File: config.mk
export PLATFORM = sky130hd
export DESIGN_NAME = seq_divider
export DESIGN_NICKNAME = d
export VERILOG_FILES = /design/src/rtl/seq_divider_pkg.sv /design/src/rtl/seq_divider_div_step.sv /design/src/rtl/seq_divider.sv
export SDC_FILE = /design/constraint.sdc
export NUM_CORES = 1
export LEC_CHECK = 0
export CAP_MARGIN = 10
export CORE_UTILIZATION = 45
export CTS_BUF_LIST = sky130_fd_sc_hd__clkbuf_4
export DETAILED_ROUTE_END_ITERATION = 8
export DONT_BUFFER_PORTS = 1
export PLACE_DENSITY_LB_ADDON = 0.12
export SETUP_SLACK_MARGIN = 0.2
export SLEW_MARGIN = 20
export SYNTH_ARGS = -nofsm -noshare
export SYNTH_HDL_FRONTEND = slang
export SYNTH_SLANG_ARGS = --single-unit
export TNS_END_PERCENT = 30
File: constraint.sdc
create_clock -name clk -period 8.2 [get_ports clk]
set_clock_uncertainty 0.15 [all_clocks]
set_input_delay 2.05 -clock clk [delete_from_list [all_inputs] [get_ports clk]]
set_output_delay 2.05 -clock clk [all_outputs]
set_load 0.02 [all_outputs]
File: src/rtl/seq_divider_pkg.sv
// Shared types and helpers for the sequential restoring divider.
package seq_divider_pkg;

    // Divider control states.
    typedef enum logic [1:0] {
        StIdle = 2'd0,
        StBusy = 2'd1,
        StDone = 2'd2
    } div_state_e;

    // Capture-edge-to-out_valid latency for a non-zero divisor.
    function automatic int unsigned div_latency(input int unsigned bits);
        return bits + 1;
    endfunction

endpackage

File: src/rtl/seq_divider_div_step.sv
// One restoring-division step: shift in a dividend bit, trial subtract, restore on borrow.
module div_step #(
    parameter int unsigned Width = 8
) (
    input  logic [Width:0]   rem_i,
    input  logic             bit_i,
    input  logic [Width-1:0] divisor_i,
    output logic [Width:0]   rem_o,
    output logic             q_o
);

    logic [Width+1:0] shifted;
    logic [Width+1:0] trial;
    logic             borrow;

    // Extra top bit of the trial result acts as the sign of (shifted - divisor).
    always_comb begin
        shifted = {rem_i, bit_i};
        trial   = shifted - {2'b00, divisor_i};
        borrow  = trial[Width+1];
        q_o     = ~borrow;
        rem_o   = borrow ? shifted[Width:0] : trial[Width:0];
    end

endmodule

File: src/rtl/seq_divider.sv
// Sequential restoring divider, one quotient bit per cycle, MSB first.
// Define SEQ_DIVIDER_SIGNED_EN for two's-complement operands (truncating quotient,
// remainder carries the dividend's sign); the default build is unsigned only.
module seq_divider
    import seq_divider_pkg::*;
#(
    parameter int unsigned bits = 64
) (
    input  logic            clk,
    input  logic            rst,
    input  logic            in_valid,
    output logic            in_ready,
    input  logic [bits-1:0] dividend,
    input  logic [bits-1:0] divisor,
    output logic            out_valid,
    input  logic            out_ready,
    output logic [bits-1:0] quotient,
    output logic [bits-1:0] remainder,
    output logic            div_by_zero
);

    localparam int unsigned      CntW    = $clog2(bits) + 1;
    localparam logic [CntW-1:0]  LastCnt = CntW'(bits - 1);

    div_state_e      state_q;
    logic [CntW-1:0] cnt_q;
    logic [bits:0]   rem_q;
    logic [bits-1:0] dvd_q;
    logic [bits-1:0] dvs_q;
    logic            in_ready_q;
    logic            out_valid_q;
    logic [bits-1:0] quotient_q;
    logic [bits-1:0] remainder_q;
    logic            div_by_zero_q;

    logic [bits:0]   step_rem;
    logic            step_q;
    logic [bits-1:0] q_raw;
    logic [bits-1:0] dvd_in;
    logic [bits-1:0] dvs_in;
    logic [bits-1:0] q_fin;
    logic [bits-1:0] r_fin;

    div_step #(
        .Width (bits)
    ) u_div_step (
        .rem_i     (rem_q),
        .bit_i     (dvd_q[bits-1]),
        .divisor_i (dvs_q),
        .rem_o     (step_rem),
        .q_o       (step_q)
    );

    // dvd_q doubles as the quotient accumulator: dividend bits leave at the top,
    // quotient bits enter at the bottom.
    assign q_raw = {dvd_q[bits-2:0], step_q};

`ifdef SEQ_DIVIDER_SIGNED_EN
    logic neg_quo_q;
    logic neg_rem_q;

    // Divide magnitudes; MIN maps onto itself, which is the correct unsigned magnitude.
    assign dvd_in = dividend[bits-1] ? ('0 - dividend) : dividend;
    assign dvs_in = divisor[bits-1]  ? ('0 - divisor)  : divisor;

    // Latch result signs together with the operands.
    always_ff @(posedge clk) begin
        if (rst) begin
            neg_quo_q <= 1'b0;
            neg_rem_q <= 1'b0;
        end else if (state_q == StIdle && in_valid) begin
            neg_quo_q <= dividend[bits-1] ^ divisor[bits-1];
            neg_rem_q <= dividend[bits-1];
        end
    end

    // Sign fix-up folded into the final step so latency is unchanged.
    assign q_fin = neg_quo_q ? ('0 - q_raw) : q_raw;
    assign r_fin = neg_rem_q ? ('0 - step_rem[bits-1:0]) : step_rem[bits-1:0];
`else
    assign dvd_in = dividend;
    assign dvs_in = divisor;
    assign q_fin  = q_raw;
    assign r_fin  = step_rem[bits-1:0];
`endif

    // Control FSM with registered handshake and result outputs.
    always_ff @(posedge clk) begin
        if (rst) begin
            state_q       <= StIdle;
            cnt_q         <= '0;
            rem_q         <= '0;
            dvd_q         <= '0;
            dvs_q         <= '0;
            in_ready_q    <= 1'b1;
            out_valid_q   <= 1'b0;
            quotient_q    <= '0;
            remainder_q   <= '0;
            div_by_zero_q <= 1'b0;
        end else begin
            unique case (state_q)
                StIdle: begin
                    if (in_valid) begin
                        in_ready_q <= 1'b0;
                        if (divisor == '0) begin
                            // Divide by zero resolves immediately without iterating.
                            quotient_q    <= '1;
                            remainder_q   <= dividend;
                            div_by_zero_q <= 1'b1;
                            out_valid_q   <= 1'b1;
                            state_q       <= StDone;
                        end else begin
                            dvd_q   <= dvd_in;
                            dvs_q   <= dvs_in;
                            rem_q   <= '0;
                            cnt_q   <= '0;
                            state_q <= StBusy;
                        end
                    end
                end
                StBusy: begin
                    rem_q <= step_rem;
                    dvd_q <= q_raw;
                    cnt_q <= cnt_q + CntW'(1);
                    if (cnt_q == LastCnt) begin
                        quotient_q    <= q_fin;
                        remainder_q   <= r_fin;
                        div_by_zero_q <= 1'b0;
                        out_valid_q   <= 1'b1;
                        cnt_q         <= '0;
                        state_q       <= StDone;
                    end
                end
                StDone: begin
                    if (out_ready) begin
                        out_valid_q <= 1'b0;
                        in_ready_q  <= 1'b1;
                        state_q     <= StIdle;
                    end
                end
                default: begin
                    state_q     <= StIdle;
                    in_ready_q  <= 1'b1;
                    out_valid_q <= 1'b0;
                end
            endcase
        end
    end

    assign in_ready    = in_ready_q;
    assign out_valid   = out_valid_q;
    assign quotient    = quotient_q;
    assign remainder   = remainder_q;
    assign div_by_zero = div_by_zero_q;

endmodule

==> Yosys cells after proc, flatten, opt, wreduce, memory -nomap -nowiden <==
Index checks and enable logic that the tools add are counted.
{ "totals": {"reg_bits": 333, "inputBits": 132, "output_inout_bits": 131} }
{ "classes": {"n_addsub": 2, "n_eq_ne": 8, "mux": 34, "bitwise": 3, "reduce_logical": 9} }
{ "ops": {"columns": ["operator", "n"], "rows": [
  ["two-way mux 64 bit", 8],
  ["case mux 64 bit (2 select lines)", 3],
  ["two-way mux 65 bit", 3],
  ["case mux 65 bit (2 select lines)", 1],
  ["subtractor 66 x 64 -> 66 bit", 1],
  ["logical NOT 64 bit", 1],
  ["two-way mux 7 bit", 3],
  ["case mux 7 bit (2 select lines)", 1],
  ["AND reduction 3 bit", 4],
  ["inequality test 2 bit, second input constant", 5],
  ["two-way mux 2 bit", 4],
  ["AND reduction 4 bit", 2],
  ["adder 7 x 1 -> 7 bit, second input constant", 1],
  ["equality test 7 x 6 -> 1 bit, second input constant", 1],
  ["two-way mux 1 bit", 7],
  ["case mux 1 bit (3 select lines)", 2],
  ["case mux 2 bit (3 select lines)", 1],
  ["NOT 1 bit", 3],
  ["equality test 2 x 1 -> 1 bit, second input constant", 1],
  ["equality test 2 bit, second input constant", 1],
  ["logical NOT 2 bit", 1],
  ["case mux 1 bit (2 select lines)", 1],
  ["nonzero test 2 bit", 1]
]} }

==> Depth between registers and ports, before layout <==
Gate-level depths: netlist of the first run.
{ "logic_depth": {"depth_word": 4, "depth_mapped": 16, "mapped_depth_nobuf": 15} }

==> Hierarchy <==
From an unflattened synthesis of the first run, not the netlist that was laid out.
{ "hier_totals": {"hier_cells": 2457, "hier_area_um2": 18901.9} }
{ "by_module_without_submodules": {"columns": ["mod", "instances", "cells_per_inst", "area_per_inst_um2", "seq_area_each_um2"], "rows": [
  ["seq_divider", 1, 1694, 14290.0, 6666.4],
  ["div_step", 1, 763, 4611.9, 0.0]
]} }

==> Least setup slack after synthesis of the first run <==
No wires, ideal clock.
{ "synth_path": {"kind": "in2reg", "startpoint": "input divisor[0]", "endpoint": "register remainder_q[27], in the netlist remainder[27]", "setup_ps": 128, "arrival_time_ps": 4154, "setup_slack_ps": 3768, "path_stages": 10, "n_path_buf": 2, "cell_sequence": "nor4_1 -> nand4_1 -> nor4_1 -> nand3b_1 -> a21oi_1 -> clkbuf_1 -> clkbuf_1 -> nand2_1 -> o22ai_1 -> nor2_1"} }
{ "synth_between": {"elab_chain_cells": 3} }
{ "synth_rtl": {"columns": ["item", "line", "rtl"], "rows": [
  ["start: declaration", "seq_divider.sv:14", "input logic [bits-1:0] divisor,"],
  ["logical NOT 64 bit", "seq_divider.sv:105", "if (divisor == '0) begin"],
  ["inequality test 2 bit (no source line)", null, null],
  ["AND reduction 4 bit (no source line)", null, null],
  ["end signal: assignment", "seq_divider.sv:108", "remainder_q <= dividend;"],
  ["end signal: assignment", "seq_divider.sv:127", "remainder_q <= r_fin;"],
  ["end: declaration", "seq_divider.sv:33", "logic [bits-1:0] remainder_q;"]
]} }
No other way between the ends.
A chain may end at the register's enable or synchronous reset.

==> Final worst setup path of the first run <==
{ "layout_path": {"startpoint": "register dvs_q[11]", "endpoint": "register remainder_q[26], in the netlist remainder[26]"} }
{ "layout_between": {"elab_chain_cells": 4} }
{ "layout_rtl": {"columns": ["item", "line", "rtl"], "rows": [
  ["start: declaration", "seq_divider.sv:29", "logic [bits-1:0] dvs_q;"],
  ["start signal: assignment", "seq_divider.sv:114", "dvs_q <= dvs_in;"],
  ["subtractor 66 x 64 -> 66 bit", "seq_divider_div_step.sv:19", "trial = shifted - {2'b00, divisor_i};"],
  ["two-way mux 65 bit", "seq_divider_div_step.sv:22", "rem_o = borrow ? shifted[Width:0] : trial[Width:0];"],
  ["two-way mux 64 bit", "seq_divider.sv:125", "if (cnt_q == LastCnt) begin"],
  ["case mux 64 bit (2 select lines)", "seq_divider.sv:101", "unique case (state_q)"]
]} }
No other way between the ends. The select of a mux whose other input is x is not followed.

==> results.py, run 1 <==
metrics = {
    "synth": {
        "muxShareOfSynthArea_pct": 0.819,
        "syn_area_um2": 17100,
        "synthAdderAreaFrac_pct": 4.87,
        "synth-xor-area-share_pct": 3.38,
        "synthTopCellsByArea": "dfxtp_1, nand2_1, nor2_1, a21oi_1, ha_1",
        "synth_edf_count": 0,
        "synthArstFlopShare_pct": 0,
        "yosysUniqueCellTypes": 77,
        "synth-seq-cells": 333,
        "ys.flop_type": "dfxtp_1",
        "synth.most_common_cell": "nand2_1",
        "synth_common_cells": "nand2_1, nor2_1, dfxtp_1",
        "yosys.area_share.simple_pct": 23.8,
        "synth_compound_area_share_pct": 22.6,
        "avgSynthCellArea_um2": 7.48,
        "synth_nets": 2485,
        "synth_top_family_by_area": "simple AND/OR/NAND/NOR gates",
        "ys_warn_count": 0,
        "synthCells": 2287,
        "synth_top_area_share_pct": 39.0,
        "ys_seq_area_share_pct": 39.0,
        "yosysTopAreaCell": "dfxtp_1",
    },
    "floorplanning": {
        "design.core.area_um2": 37600,
        "rows": 71,
        "start_util_pct": 45.5,
        "die_area_um2": 38800,
        "die_h_um": 197,
        "die_x_um": 197,
        "io_pins": 263,
    },
    "timing": {
        "slew_headroom_pct": 26.2,
        "hold_viol_final": 0,
        "setup_violations": 0,
        "rsz0062_at_grt": "false",
        "setup-tns-final_ns": 0,
        "final.period_utilization_pct": 58.8,
        "fmax_mhz": 207,
        "hold-worst-slack_ns": 0.302,
        "period_needed_ns": 4.82,
        "slew_viol_final": 0,
        "tightestPinTransition_ns": 1.10,
    },
    "cells_and_area": {
        "fin_nets": 2427,
        "multi_input_area_um2": 9550,
        "final_cell_area_um2": 18500,
        "ff_latch_area_um2": 6670,
        "nFillCells": 3877,
        "area_delta_synth_final_pct": 8.09,
        "fin_cells": 2808,
        "fin_util_pct": 49.2,
        "layout-drive-gt1-share_pct": 8.45,
    },
    "drt": {
        "wl_per_cell_um": 19.3,
        "dr.pass1.iters": 5,
        "final_antenna_net_count": 0,
        "wl_um": 54300,
        "vias": 16000,
        "viasPerCell": 5.72,
        "dr.first_iter.drc_count": 1156,
        "drc": 0,
    },
    "clock_tree": {
        "clk_pin_slew_worst_paths_ns": 0.06,
        "clock-root-buffer": "clkbuf_4",
        "cts_htree_levels": 3,
        "post_cts_buffers": 0,
        "hold_buffers": 0,
        "cts_buffers": 92,
        "post_cts_resized": 0,
        "clk_path_buf_depth": 3,
        "cts_tree": "built",
        "cts_sinks": 333,
        "insertion_delay_ns": 0.79,
    },
    "worst_setup_path": {
        "reg2reg_depth": 13,
        "arrival_ns": 5.29,
        "r2r-end": "remainder[26]",
        "ff2ff_setup_slack_ns": 3.38,
        "crit_fanout": 66,
        "crit_path_start_kind": "register",
        "worstSetupPathType": "reg -> reg",
        "r2r-start": "dvs_q[11]",
        "cp.required_ns": 8.67,
        "cp-end-kind": "register",
    },
    "placement": {
        "placed_cells": 2645,
        "place_hpwl_um": 38400,
        "place_congestion": 0.897,
        "placed_area_um2": 17300,
        "io_buffers": 0,
    },
    "hold_path": {
        "holdPathEnd": "dvs_q[27]",
        "min_from": "dvs_q[27]",
        "min_path_cells": 2,
        "min_path_type": "reg -> reg",
    },
    "grt": {
        "grt_pass1_vias": 15000,
        "grt_overflow": 0,
        "track_usage_pct": 27.5,
        "grt_max_degree": 317,
        "grt_antenna_before_repair": 1,
        "grt_first_pass_wirelength_um": 84500,
    },
    "pwr": {
        "powerDensity_nw_per_um2": 243,
        "leakage_nw": 7.30,
        "vdd_drop_max_uv": 108,
    },
    "status": {
        "status": "finished, final reports clean",
    },
    "run": {
        "maxCapViolations": 0,
    },
}
-- how the worst max path moves through the flow --
stage                 from  depth (start not counted)       endpoint
2_1_floorplan   divisor[0]                         10  remainder[27]
3_3_place_gp   divisor[19]                         10  remainder[22]
3_5_place_dp   divisor[19]                          9  remainder[11]
4_1_cts          dvs_q[11]                         13  remainder[26]
5_1_grt          dvs_q[11]                         13  remainder[26]
6_report         dvs_q[11]                         13  remainder[26]
-- cell usage in the layout, fill, tap and decap left out, drive strengths merged, types with 16 or more instances in the layout --
cell / count
o21ai: 82
a21o: 38
o22ai: 20
nor2: 336
nor4: 22
inv: 78
a311oi: 84
xor2: 20
a31oi: 31
dfxtp: 333
nand3: 16
nand2: 422
nor3: 89
ha: 65
xnor2: 44
nand4: 28
a21oi: 226
a211oi: 22
clkbuf: 144
-- report_power, final --
group	internal (mW)	switching [mW]	leakage [nW]	total, mW
Combinational	0.310	0.569	3.85	0.879
Sequential	1.79	0.252	2.73	2.04
Clock	0.854	0.726	0.726	1.58
Total	2.96	1.55	7.30	4.50
-- registers in the layout, indices dropped and copies added, names as in the netlist --
register and count:
cnt_q 7, div_by_zero 1, dvd_q 64, dvs_q 64, in_ready 1, out_valid 1
quotient 64, rem_q 65, remainder 64, state_q 2
-- per-stage QoR --
step | setup WS, ns | power [mW]
after detailed placement | 2.62 | 2.95
after global placement | 2.63 | 2.93
after CTS | 3.44 | 4.54
after floorplan | 3.77 | 2.73
final | 3.38 | 4.50
after global routing | 3.17 | 4.77
-- critical path: stages, from the launching register on --
cell	delay, ns
dfxtp_1	0.33
inv_1	0.09
ha_1	0.42
nand2_1	0.10
or4_1	0.52
a21o_1	0.22
a21oi_1	0.30
o21ai_1	0.19
a21o_2	0.31
xor2_4	0.43
buf_4	0.65
nor3_1	0.10
a31oi_1	0.61
a311oi_1	0.18
-- layer usage --
layer	GRT usage [%]	part of all wire [%]	up-vias
li1	-	-	7939
met1	41.0	49	7479
met2	38.3	40	555
met3	6.11	8.3	76
met4	9.59	2.3	0
met5	0	0	-
-- logic make-up after synthesis --
family / after synthesis
simple gates: 970
compound gates: 597
flops: 333
buf+inv: 243
fa+ha+maj: 66
xor+xnor: 64
mux: 14
-- cell type report --
cell class,instances,area share [%]
multi-input cells,1711,51.6
flip-flops and latches,333,36.0
clock buffers,144,5.84
well taps,511,3.46
inverters,76,1.54
repair buffers,15,0.785
clock inverters,16,0.670
diodes,2,0.0271
(Power assumes the default switching activity.)
==> inputs of run 2 (changes only) <==
==> constraint.sdc (replaced) <==
create_clock -name clk -period 4.84 [get_ports clk]
set_clock_uncertainty 0.15 [all_clocks]
set_input_delay 1.21 -clock clk [delete_from_list [all_inputs] [get_ports clk]]
set_output_delay 1.21 -clock clk [all_outputs]
set_load 0.02 [all_outputs]
==> run 2 against run 1 <==
Non-clock buffer count up 17. Largest power group unchanged. Register-to-register slack got worse by 2.6 ns. Power increased by 66%. Largest cell class unchanged. Utilization rose by 0.21 points. Global-route usage up 0.13 points. Maximum frequency is 20% higher. Via count increased by 0.39%. Final area rose by 0.43%. Wire length rose by 1.1%. Worst setup slack lost 2.6 ns.
==> results.py, run 2 (synthesis results as in run 1) <==
metrics = {
    "grt": {
        "grt_pass1_vias": 14800,
        "track_usage_pct": 27.6,
        "grt_overflow": 0,
        "grt_first_pass_wirelength_um": 84000,
        "grt_max_degree": 317,
        "grt_antenna_before_repair": 1,
    },
    "drt": {
        "dr_wl_met2_um": 22100,
        "wl_um": 54900,
        "drc": 0,
        "wl_per_cell_um": 19.5,
        "dr.pass1.iters": 6,
        "vias": 16100,
        "final_antenna_net_count": 0,
        "top_layer_used": "met4",
        "viasPerCell": 5.72,
        "wl_met3_um": 5020,
        "dr.first_iter.drc_count": 1448,
        "wl_met1_um": 26700,
    },
    "clock_tree": {
        "post_cts_buffers": 0,
        "cts_tree": "built",
        "post_cts_resized": 0,
        "clk_path_buf_depth": 3,
        "clk_pin_slew_worst_paths_ns": 0.06,
        "cts_buffers": 89,
        "cts_sinks": 333,
        "insertion_delay_ns": 0.78,
        "clock-root-buffer": "clkbuf_4",
        "hold_buffers": 0,
        "cts_htree_levels": 3,
    },
    "cells_and_area": {
        "largest_register": "rem_q",
        "ff_latch_area_um2": 6670,
        "largest_reg_flops": 65,
        "layout-drive-gt1-share_pct": 8.94,
        "multi_input_area_um2": 9560,
        "nFillCells": 3887,
        "layout_commonest_cell": "nand2_1",
        "fin_nets": 2441,
        "area_delta_synth_final_pct": 8.55,
        "layout_common_cells": "nand2_1, nor2_1, dfxtp_1",
    },
    "worst_setup_path": {
        "cp-startpoint": "dvd_q[63]",
        "arrival_ns": 4.53,
        "cp.required_ns": 5.35,
        "cp-end-kind": "register",
        "worstSetupPathType": "reg -> reg",
        "crit_path_start_kind": "register",
        "reg2reg_depth": 15,
        "crit_fanout": 4,
        "r2r-start": "dvd_q[63]",
    },
    "pwr": {
        "powerDensity_nw_per_um2": 402,
        "leakage_nw": 7.34,
        "vdd_drop_max_uv": 160,
    },
    "floorplanning": {
        "design.core.area_um2": 37600,
        "die_h_um": 197,
        "io_pins": 263,
        "start_util_pct": 45.5,
        "die_x_um": 197,
        "die_area_um2": 38800,
        "rows": 71,
    },
    "timing": {
        "final.period_utilization_pct": 83.2,
        "rsz0062_at_grt": "false",
        "setup_violations": 0,
        "period_needed_ns": 4.03,
        "setup-tns-final_ns": 0,
        "tightestPinTransition_ns": 0.829,
        "slew_headroom_pct": 44.8,
        "slew_viol_final": 0,
        "hold_viol_final": 0,
        "setup_ws_ns": 0.814,
        "fmax_mhz": 248,
    },
    "placement": {
        "io_buffers": 0,
        "pre_cts_ws_ns": 0.851,
        "place_congestion": 0.916,
        "place_hpwl_um": 39900,
    },
    "hold_path": {
        "min_from": "dvs_q[43]",
        "min_path_type": "reg -> reg",
        "min_path_cells": 2,
    },
    "status": {
        "status": "finished, final reports clean",
    },
    "run": {
        "maxCapViolations": 0,
    },
}
## run 2: layout make-up
class / count / share of cell area [%]
Antenna cell: 2 / 0.0269
Clock buffer: 138 / 5.58
Clock inverter: 15 / 0.404
Inverter: 76 / 1.54
Multi-Input combinational cell: 1711 / 51.4
Sequential cell: 333 / 35.9
Tap cell: 511 / 3.44
Timing Repair Buffer: 32 / 1.70
## run 2: power breakdown
part	internal, mW	switching (mW)
Clock	1.29	1.18
Sequential	3.04	0.425
Combinational	0.550	0.996
## run 2: final timing paths
kind,endpoint,slack [ns]
worst max-delay path,remainder[54],0.81
worst min-delay path,dvs_q[43],0.30
worst max register to register,remainder[54],0.81
worst min register to register,dvs_q[43],0.30
## run 2: worst max-delay path, cell delays in order, from the launching register on
cell	delay, ns
dfxtp_1	0.35
inv_1	0.07
ha_1	0.17
inv_1	0.06
fa_1	0.42
a211oi_1	0.22
o21a_1	0.22
a21oi_1	0.13
o21ai_1	0.36
o211ai_1	0.26
a21o_1	0.28
nor2_1	0.30
o21ai_0	0.16
xor2_1	0.29
a211oi_1	0.15
o41ai_1	0.32
## run 2: layer usage
layer / vias up / GRT usage (%)
met5: - / 0
met1: 7460 / 41.2
met3: 67 / 6.71
met4: 0 / 9.47
met2: 637 / 38.1
li1: 7947 / -
## run 2: metrics by stage
| step | power, mW | hold slack [ns] | instances | cell area (um2) | utilization [%] |
|---|---|---|---|---|---|
| after floorplan | 4.63 | 0.286 | 2287 | 17100 | - |
| after global placement | 5.03 | 0.294 | 2663 | 17500 | 46.5 |
| after detailed placement | 5.05 | 0.297 | 2663 | 17500 | 46.5 |
| after CTS | 7.54 | 0.306 | 2816 | 18600 | 49.4 |
| after global routing | 7.91 | 0.327 | 2818 | 18600 | 49.4 |
| final | 7.47 | 0.304 | 2818 | 18600 | 49.4 |
==> RTL edit, RTL diff (settings of run 2) <==
Set the parameter `bits` to 32 (it was 64).
--- a/src/rtl/seq_divider.sv
+++ b/src/rtl/seq_divider.sv
@@ -5,5 +5,5 @@
     import seq_divider_pkg::*;
 #(
-    parameter int unsigned bits = 64
+    parameter int unsigned bits = 32
 ) (
     input  logic            clk,
Interface: changed (resized dividend, divisor, quotient and remainder); port bits go from 263 to 135. No check against the original RTL was run, so the function may have changed too.
==> RTL edit against run 2 <==
Via count down 50%; final area shrank 49%; clock power down 67%; sequential power shrank 44%; worst setup slack better by 0.19 ns; total power increased by 9.6%; area after synthesis decreased by 47%; sequential cell count fell by 161; critical path depth fell by 5; routed wire length down 53%; utilization down 1.3 points; sequential share of layout area is 0.63 points higher; largest cell class unchanged; highest routed layer unchanged.
==> RTL edit: results (changes against run 2) <==
- CP startpoint: dvs_q[10]
- # placed instances: 1312 (-51%)
- DP Wirelength: 18200 um (-54%)
- Pre-CTS setup slack: 0.714 ns (-0.136 ns)
- R2R Path End: remainder[18]
- Clock buffer count from CTS: 17 (-81%)
- Post-Place Cell Area: 0.00917 sq mm (-47%)
- Largest net degree at the start of global routing: 137 (-57%)
- Switch Pwr: 4.40 mW (+69%)
- Largest register FFs: 33 (-49%)
- Cells after Synth: 1119 (-51%)
- DR vias/cell: 5.97 (+4.4%)
- DR pass1 iterations: 5 (-1)
- Drt initial violations: 670 (-54%)
- Synth warnings: 0 (unchanged)
- Clk_lat worst skew: 0.59 ns (-0.19 ns)
- Syn Nets: 1221 (-51%)
- Synth Area in Compound Gates: 28.8% (+6.3 points)
- Avg WL per Cell: 19.0 um (-2.4%)
- Area contributors post-synth: dfxtp_1, nand2_1, a21oi_1, ha_1, a311oi_1
- Crit-path max cell delay: 0.59 ns (+0.17 ns)
- Met1 global-route usage: 36.4% (-4.8 points)
- Synth Area in XOR/XNOR: 2.41% (-0.97 points)
- Commonest cells in the netlist: nand2_1, dfxtp_1, a21oi_1
- Sequential area share after synthesis: 37.9% (-1.0 points)
- Leakage: 3.44 nW (-53%)
- Global-route met2 utilization: 36.4% (-1.7 points)
- Status: complete, no violations
- Distinct cells, synth: 72 (-6.5%)
- FMAX: 260 MHz (+4.9%)
- Critical path fanouts, max: 23 (+19)
- First-pass GRT wire length: 39600 um (-53%)
- Relative slew slack: 31.4% (-13 points)
- FF-to-FF setup slack: 1.00 ns (+0.19 ns)
- Worst hold start: dvs_q[9]
- WL met2: 10900 um (-50%)
- # fillers: 1995 (-49%)
- Met1 Wirelength: 12400 um (-53%)
- WHS Endpoint: dvs_q[9]
- WL met3: 1940 um (-61%)
- Adder-Cell Fraction of Synth Area: 4.77% (-0.10 points)
- R2R depth: 10 (-5)
- Mux contribution to synthesized area: 0.441% (-0.38 points)
- Worst hold margin: 0.312 ns (+0.00742 ns)
- Grt met3 use: 5.33% (-1.4 points)
- GRT Util Overall: 24.7% (-2.9 points)
- Vias in the first global route: 7221 (-51%)
- Clk buf depth: 2 (-1)
- FFs w/ async S/R, synth: 0% (unchanged)
- Gpl congestion: 0.895 (-2.2%)
- Worst-path clk slew: 0.16 ns (+0.10 ns)
- VDD IR max: 0.544 mV (+240%)
- Crit path DAT: 4.20 ns (-0.33 ns)
==> RTL edit: cell types whose count changed after synthesis, sizes merged, moves of 32 or more <==
cell	before	now
a21oi	226	110
nor3	89	18
nand2	422	214
ha	65	33
nor2	336	90
o21ai	82	35
dfxtp	333	172
clkbuf	141	60
==> RTL edit: power groups by stage <==
stage	logic (mW)	registers, mW	clock network (mW)
final	5.43	1.95	0.808
after global routing	5.88	1.98	0.887
after CTS	5.36	1.94	0.832
after detailed placement	5.34	1.98	0
after global placement	5.33	1.97	0
after floorplan	4.30	1.87	0
==> RTL edit: layout make-up <==
| type | count | share of cell area (%) |
|---|---|---|
| Antenna cell | 1 | 0.0265 |
| Clock buffer | 17 | 1.35 |
| Clock inverter | 14 | 1.41 |
| Inverter | 47 | 1.87 |
| Multi-Input combinational cell | 817 | 54.3 |
| Sequential cell | 172 | 36.5 |
| Tap cell | 265 | 3.52 |
| Timing Repair Buffer | 11 | 1.01 |
